==> src/rtl/adc_serial_reg_receiver.sv <==
// 3-wire (Select/Sclk/Sdata) write responder: oversampled on Clock, deframes
// 32-bit frames, checks the header and commits data to a 16x16 register file.
module adc_serial_reg_receiver #(
    parameter int          SYNC_STAGES = 2,
    parameter logic [11:0] HEADER      = 12'h001,
    parameter logic [3:0]  DES_ADDR    = 4'hD,
    parameter int          DES_BIT     = 7,
    parameter logic [15:0] REG_RESET   = 16'h0000
) (
    input  logic        Clock,
    input  logic        Reset,
    input  logic        InSclk,
    input  logic        InSdata,
    input  logic        InSelect,
    input  logic [3:0]  RdAddr,
    output logic [15:0] RdData,
    output logic        WrStrobe,
    output logic [3:0]  WrAddr,
    output logic [15:0] WrData,
    output logic        DesEnable,
    output logic        FrameError,
    output logic        HeaderError,
    output logic        Busy
);

    typedef enum logic [1:0] {
        IDLE  = 2'd0,
        SHIFT = 2'd1,
        CHECK = 2'd2
    } state_t;

    localparam logic [5:0] COUNT_SAT = 6'd33;

    logic [SYNC_STAGES-1:0] sclk_sync_q, sdata_sync_q, sel_sync_q;
    logic                   sclk_prev_q, sel_prev_q;
    logic                   sclk_s, sdata_s, sel_s;
    logic                   sclk_rise, sel_fall, sel_rise;

    state_t      state_q, state_d;
    logic [5:0]  count_q, count_d;
    logic [31:0] shreg_q, shreg_d;
    logic [15:0] regs_q [16];

    // Synchronizers idle at Sclk=0, Sdata=0, Select=1 so reset never fakes an edge.
    // NOTE: sequential state uses non-blocking (<=) so every flop samples pre-edge values.
    always_ff @(posedge Clock) begin
        if (Reset) begin
            sclk_sync_q  <= '0;
            sdata_sync_q <= '0;
            sel_sync_q   <= '1;
            sclk_prev_q  <= 1'b0;
            sel_prev_q   <= 1'b1;
        end else begin
            sclk_sync_q  <= {sclk_sync_q[SYNC_STAGES-2:0], InSclk};
            sdata_sync_q <= {sdata_sync_q[SYNC_STAGES-2:0], InSdata};
            sel_sync_q   <= {sel_sync_q[SYNC_STAGES-2:0], InSelect};
            sclk_prev_q  <= sclk_s;
            sel_prev_q   <= sel_s;
        end
    end

    assign sclk_s    = sclk_sync_q[SYNC_STAGES-1];
    assign sdata_s   = sdata_sync_q[SYNC_STAGES-1];
    assign sel_s     = sel_sync_q[SYNC_STAGES-1];
    assign sclk_rise = sclk_s & ~sclk_prev_q;
    assign sel_fall  = ~sel_s & sel_prev_q;
    assign sel_rise  = sel_s & ~sel_prev_q;

    always_ff @(posedge Clock) begin
        if (Reset) begin
            state_q <= IDLE;
            count_q <= '0;
            shreg_q <= '0;
        end else begin
            state_q <= state_d;
            count_q <= count_d;
            shreg_q <= shreg_d;
        end
    end

    // NOTE: every always_comb output gets a default first, so no path can infer a latch.
    always_comb begin
        state_d     = state_q;
        count_d     = count_q;
        shreg_d     = shreg_q;
        WrStrobe    = 1'b0;
        FrameError  = 1'b0;
        HeaderError = 1'b0;
        unique case (state_q)
            IDLE: begin
                if (sel_fall) begin
                    state_d = SHIFT;
                    count_d = '0;
                end
            end
            SHIFT: begin
                // A coincident Sclk rise is shifted in before CHECK looks at the count.
                if (sclk_rise) begin
                    shreg_d = {shreg_q[30:0], sdata_s};
                    count_d = (count_q == COUNT_SAT) ? COUNT_SAT : count_q + 6'd1;
                end
                if (sel_rise) state_d = CHECK;
            end
            CHECK: begin
                if (count_q != 6'd32)               FrameError  = 1'b1;
                else if (shreg_q[31:20] != HEADER)  HeaderError = 1'b1;
                else                                WrStrobe    = 1'b1;
                state_d = IDLE;
            end
            default: state_d = IDLE;
        endcase
    end

    // NOTE: the register file is reset explicitly because REG_RESET is a visible contract.
    always_ff @(posedge Clock) begin
        if (Reset) begin
            for (int i = 0; i < 16; i++) regs_q[i] <= REG_RESET;
            WrAddr <= '0;
            WrData <= '0;
        end else if (WrStrobe) begin
            regs_q[shreg_q[19:16]] <= shreg_q[15:0];
            WrAddr                 <= shreg_q[19:16];
            WrData                 <= shreg_q[15:0];
        end
    end

    assign RdData    = regs_q[RdAddr];
    assign DesEnable = regs_q[DES_ADDR][DES_BIT];
    assign Busy      = (state_q != IDLE);

endmodule

==> config.mk <==
export PLATFORM = sky130hd
export DESIGN_NAME = adc_serial_reg_receiver
export DESIGN_NICKNAME = d
export VERILOG_FILES = /design/src/rtl/adc_serial_reg_receiver.sv
export SDC_FILE = /design/constraint.sdc
export NUM_CORES = 1
export LEC_CHECK = 0
export ABC_AREA = 1
export CORE_ASPECT_RATIO = 1.75
export CORE_MARGIN = 2
export CORE_UTILIZATION = 40
export DETAILED_ROUTE_END_ITERATION = 8
export PLACE_DENSITY = 0.54
export SLEW_MARGIN = 10
export SYNTH_ARGS = -nofsm -noshare
export SYNTH_HDL_FRONTEND = slang
export SYNTH_SLANG_ARGS = --single-unit
==> constraint.sdc <==
create_clock -name Clock -period 3.46 [get_ports Clock]
set_clock_uncertainty 0.1 [all_clocks]
set_input_delay 0.692 -clock Clock [delete_from_list [all_inputs] [get_ports Clock]]
set_output_delay 0.692 -clock Clock [all_outputs]
set_load 0.03 [all_outputs]
# After elaboration in Yosys (flattened, before gate mapping)
# Memory sizes are Yosys's and may differ from the RTL's.
# Index checks and enable logic that the tools add are counted.
[totals] inputBits=9 out_inout_bits=41 ramBits=256 elab_cells=56 memories=1 register_bits=68
[memory_table] name="regs_q" depth=16 width=16 rd=2 rd_clocked_by_memory_dff=0 wr=16 line_no="42" source="logic [15:0] regs_q [16];"
[classes] n_eq_ne=8 muxes=23 addsub=1 n_reduce_logical=7 bitwise=6
[op_table] operator="6-bit two-way mux" count=3
[op_table] operator="16-bit two-way mux" count=1
[op_table] operator="16-bit OR reduction" count=1
[op_table] operator="1-bit two-way mux" count=14
[op_table] operator="12-bit by 1-bit inequality test with 1-bit output, second input constant" count=1
[op_table] operator="6-bit one-hot mux with 2 select lines" count=1
[op_table] operator="6-bit by 1-bit adder with 6-bit output, second input constant" count=1
[op_table] operator="6-bit == test, second input constant" count=1
[op_table] operator="2-bit inequality test, second input constant" count=3
[op_table] operator="6-bit inequality test, second input constant" count=1
[op_table] operator="2-bit two-way mux" count=2
[op_table] operator="4-bit two-way mux" count=1
[op_table] operator="2-bit one-hot mux with 2 select lines" count=1
[op_table] operator="2-bit AND reduction" count=2
[op_table] operator="2-bit nonzero test" count=2
[op_table] operator="1-bit AND" count=3
[op_table] operator="1-bit NOT" count=3
[op_table] operator="3-bit AND reduction" count=1
[op_table] operator="2-bit by 1-bit == test with 1-bit output, second input constant" count=1
[op_table] operator="2-bit == test, second input constant" count=1
[op_table] operator="2-bit logical NOT" count=1

# Longest topological paths before layout
[depth] ltp_word=9 ltp_mapped=11 ltp_nobuf=9

# Worst setup path before layout
# No wires, ideal clock.
[synth_path] path_kind="input to output" start="in RdAddr[0]" end="out RdData[0]" slack_ps=888 path_buffers=3 arrival_ps=1780 required_ps=2668 stages=7 cell_sequence="buf_2 > clkbuf_1 > buf_2 > o211ai_1 > nand3_1 > nand3_1 > nand2_1"
[synth_between] elab_chain_cells=1
[synth_lines] item="start: declaration" line_no="15" source="input logic [3:0] RdAddr,"
[synth_lines] item="memory 16 x 16 bit"
[synth_lines] item="end: declaration" line_no="16" source="output logic [15:0] RdData,"
# Every way passes these cells.

# Worst setup path in the final report
[layout_path] start="in RdAddr[2]" end="out RdData[1]"
# Same word-level chain as after synthesis.

==> metrics.csv <==
stage;metric;value;unit
yosys;area share of the largest cell type after synthesis;0.518;
yosys;Yosys warning count;0;
sta;fmax;0.320;GHz
flow_run;max cap viols;0;
yosys;most common flop cell mapped by yosys;edfxtp_1;
grt;first-pass GRT wire length;60000;µm
setup_path;Crit-path slowest cell;clkdlybuf4s50_1;
final_layout;Syn-to-layout area delta;12.9;%
clock_tree;CTS tree;built;
grt;gr ovfl total;0;
clock_tree;postcts setup bufs;0;
detailed_routing;routed wire length;39300;µm
place;Port Buf Inserts;49;
yosys;Post-Syn Area;0.0148;mm²
clock_tree;Sink Count;324;
sta;TNS Setup;0;ns
yosys;Synth Area in Compound Gates;0.107;
floorplanning;initial core utilization;0.405;
pwr;Static Leakage;6.08;nW
floorplanning;# IOs;50;
setup_path;buffers and inverters on the worst path;3;
yosys;mux share of post-synthesis cell area;0;
yosys;#FFs+latches synth;324;
floorplanning;Rows;93;
final_layout;Antenna Cells;0;
clock_tree;CTS root buffer;clkbuf_16;
setup_path;Setup crit end kind;output pin;
setup_path;CP required;2.67;ns
sta;Max Slew Vio Count;0;
sta;Rel. slew slack;0.282;
yosys;EDFF count, synth;256;
sta;unrepaired setup endpoints after global routing;no;
pwr;Worst VDD drop;0.383;mV
floorplanning;core area;0.0367;mm²
setup_path;Critical Path Source Type;input port;
setup_path;CP Data Arrival Time;2.34;ns
floorplanning;die area;0.0387;mm²
yosys;Async SR Flop Fraction;0;
final_layout;commonest non-fill, non-tap cell in the layout;edfxtp_1;
pwr;Tot Pwr;8.05;mW
final_layout;commonest non-fill, non-tap cells in the layout;edfxtp_1 (256), nor2_1 (211), inv_1 (163);
grt;initial antenna violation count;0;
setup_path;critical path's largest stage delay;0.48;ns
clock_tree;# hold bufs at CTS;0;
detailed_routing;DRT Pass-1 Iters;5;
clock_tree;Clock transition at path regs;0.06;ns
final_layout;Final Net Count;1518;
sta;part of the cycle the worst path needs;0.904;
floorplanning;Die Ht;259;µm
grt;largest net degree at the start of global routing;68;
detailed_routing;DR WL/cell;19.6;µm
detailed_routing;Vias per Instance;5.12;
yosys;cell count after synthesis;1478;
yosys;main combinational cell family by area after synthesis;simple AND/OR/NAND/NOR gates;
sta;measured slew at the worst slew-check pin;1.07;ns
yosys;Synth cell types;25;
outcome;status;complete, no violations;
detailed_routing;Routed Antenna Nets;0;
clock_tree;total CTS buffers;30;
yosys;Synth area leaders;edfxtp_1 (52%), dfxtp_1 (9.2%), nor2_1 (5.3%);
floorplanning;Chip Width;150;µm
yosys;Synth Area in Adders;0.00253;
yosys;Syn Area/Cell;10.0;µm²
setup_path;WS Path Type;input port to output pin;
yosys;Syn Nets;1490;
place;gpl congestion;0.829;
clock_tree;H-Tree Depth;1;
yosys;Synth Area in XOR/XNOR;0.000590;
detailed_routing;# DRC;0;
sta;final setup vio count;0;
yosys;Simple-Gate Fraction of Synth Area;0.195;
setup_path;Worst Path Max Fanout;32;
sta;crit path time final;3.13;ns
yosys;largest area contributor in the netlist;edfxtp_1;
setup_path;Crit path max-delay family;buffers and inverters;
yosys;post-synthesis sequential area ratio;0.610;
clock_tree;clk_lat worst skew;0.57;ns
hold_path;Worst Hold Class;flop to flop;
grt;Total Routing Usage GR;0.206;
sta;Final Hold Viols;0;
clock_tree;post-cts resize count;0;
setup_path;CP cell instances;clkdlybuf4s50_1 > buf_4 > nand3_1 > nand3_1 > nand2_1 > buf_4;
clock_tree;Clock Path Buffers;3;
pwr;Pwr Density;481;mW/mm²
detailed_routing;via count;10300;
detailed_routing;Iteration-0 DRC Markers;582;
place;Detail Placement HPWL;26500;µm
grt;vias in the first global route;10300;
final_layout;share of post-route cells with drive strength above 1;0.160;
layer usage:
layer	GRT usage	share of wire	vias up
met2	0.371	0.52	270
met4	0.108	0.053	0
met5	0	0	-
li1	-	-	5005
met1	0.238	0.38	4916
met3	0.0231	0.046	78
cell usage after synthesis, drive strengths merged, types with 4 or more instances:
cell type,instances
nor2,323
edfxtp,256
inv,165
nand2,126
o21ai,118
nand3,104
a21oi,102
dfxtp,68
o211ai,65
clkbuf,63
buf,44
nand4,17
clkinv,16
nor3,4
path summary, 6_finish.rpt:
check,depth (start not counted),slack (ns),endpoint,startpoint
setup / recovery,6,0.33,RdData[1],RdAddr[2]
hold / removal,2,0.31,sclk_sync_q[1],sclk_sync_q[0]
setup reg to reg,9,0.94,regs_q[4][14],count_q[0]
hold reg to reg,2,0.31,sclk_sync_q[1],sclk_sync_q[0]
metrics by stage:
stage	utilization	setup WS (ns)	area, µm²	hold WS (ns)	std cells
global route	0.457	0.240	16700	0.333	2005
CTS	0.457	0.317	16700	0.311	2005
floorplan	-	0.888	14800	0.288	1478
global placement	0.432	0.300	15800	0.300	1949
finish	0.457	0.331	16700	0.309	2005
detailed placement	0.432	0.321	15800	0.301	1949
worst reg2reg max path: cells and delay by family (launching register included):
kind                       cells  cell delay (ns)
buffers and inverters          2             0.35
DFF                            1             0.36
and+or+nand+nor                6             1.16
adders and majority gates      1             0.16
layout make-up:
| type | count | area (µm²) |
|---|---|---|
| flip-flops and latches | 324 | 9050 |
| multi-input cells | 866 | 4520 |
| well taps | 475 | 594 |
| inverters | 181 | 679 |
| repair buffers | 103 | 1000 |
| clock buffers | 48 | 860 |
| clock inverters | 8 | 40.0 |
| fillers | 3439 | 19900 |
sequential cells by signal, indices dropped and copies added (netlist names):
register and cells:
count_q 6, regs_q 256, sclk_sync_q 2, WrAddr 4, sel_prev_q 1, WrData 16
state_q 2, sel_sync_q 2, shreg_q 32, sdata_sync_q 2, sclk_prev_q 1
report_power, final:
group | switching (mW) | internal (mW)
Combinational | 0.419 | 0.185
Sequential | 0.0345 | 4.29
Clock | 1.42 | 1.70
Total | 1.88 | 6.18
logic make-up (layout without fill, tap and decap cells):
group                    Yosys count  count (layout)
buffers and inverters            288             340
flip-flops                       324             324
AO/OA/AOI/OAI                    285             285
adder cells (fa/ha/maj)            3               3
AND/OR/NAND/NOR                  577             577
XOR/XNOR                           1               1
No activity file was read; power rests on OpenSTA's default activity.
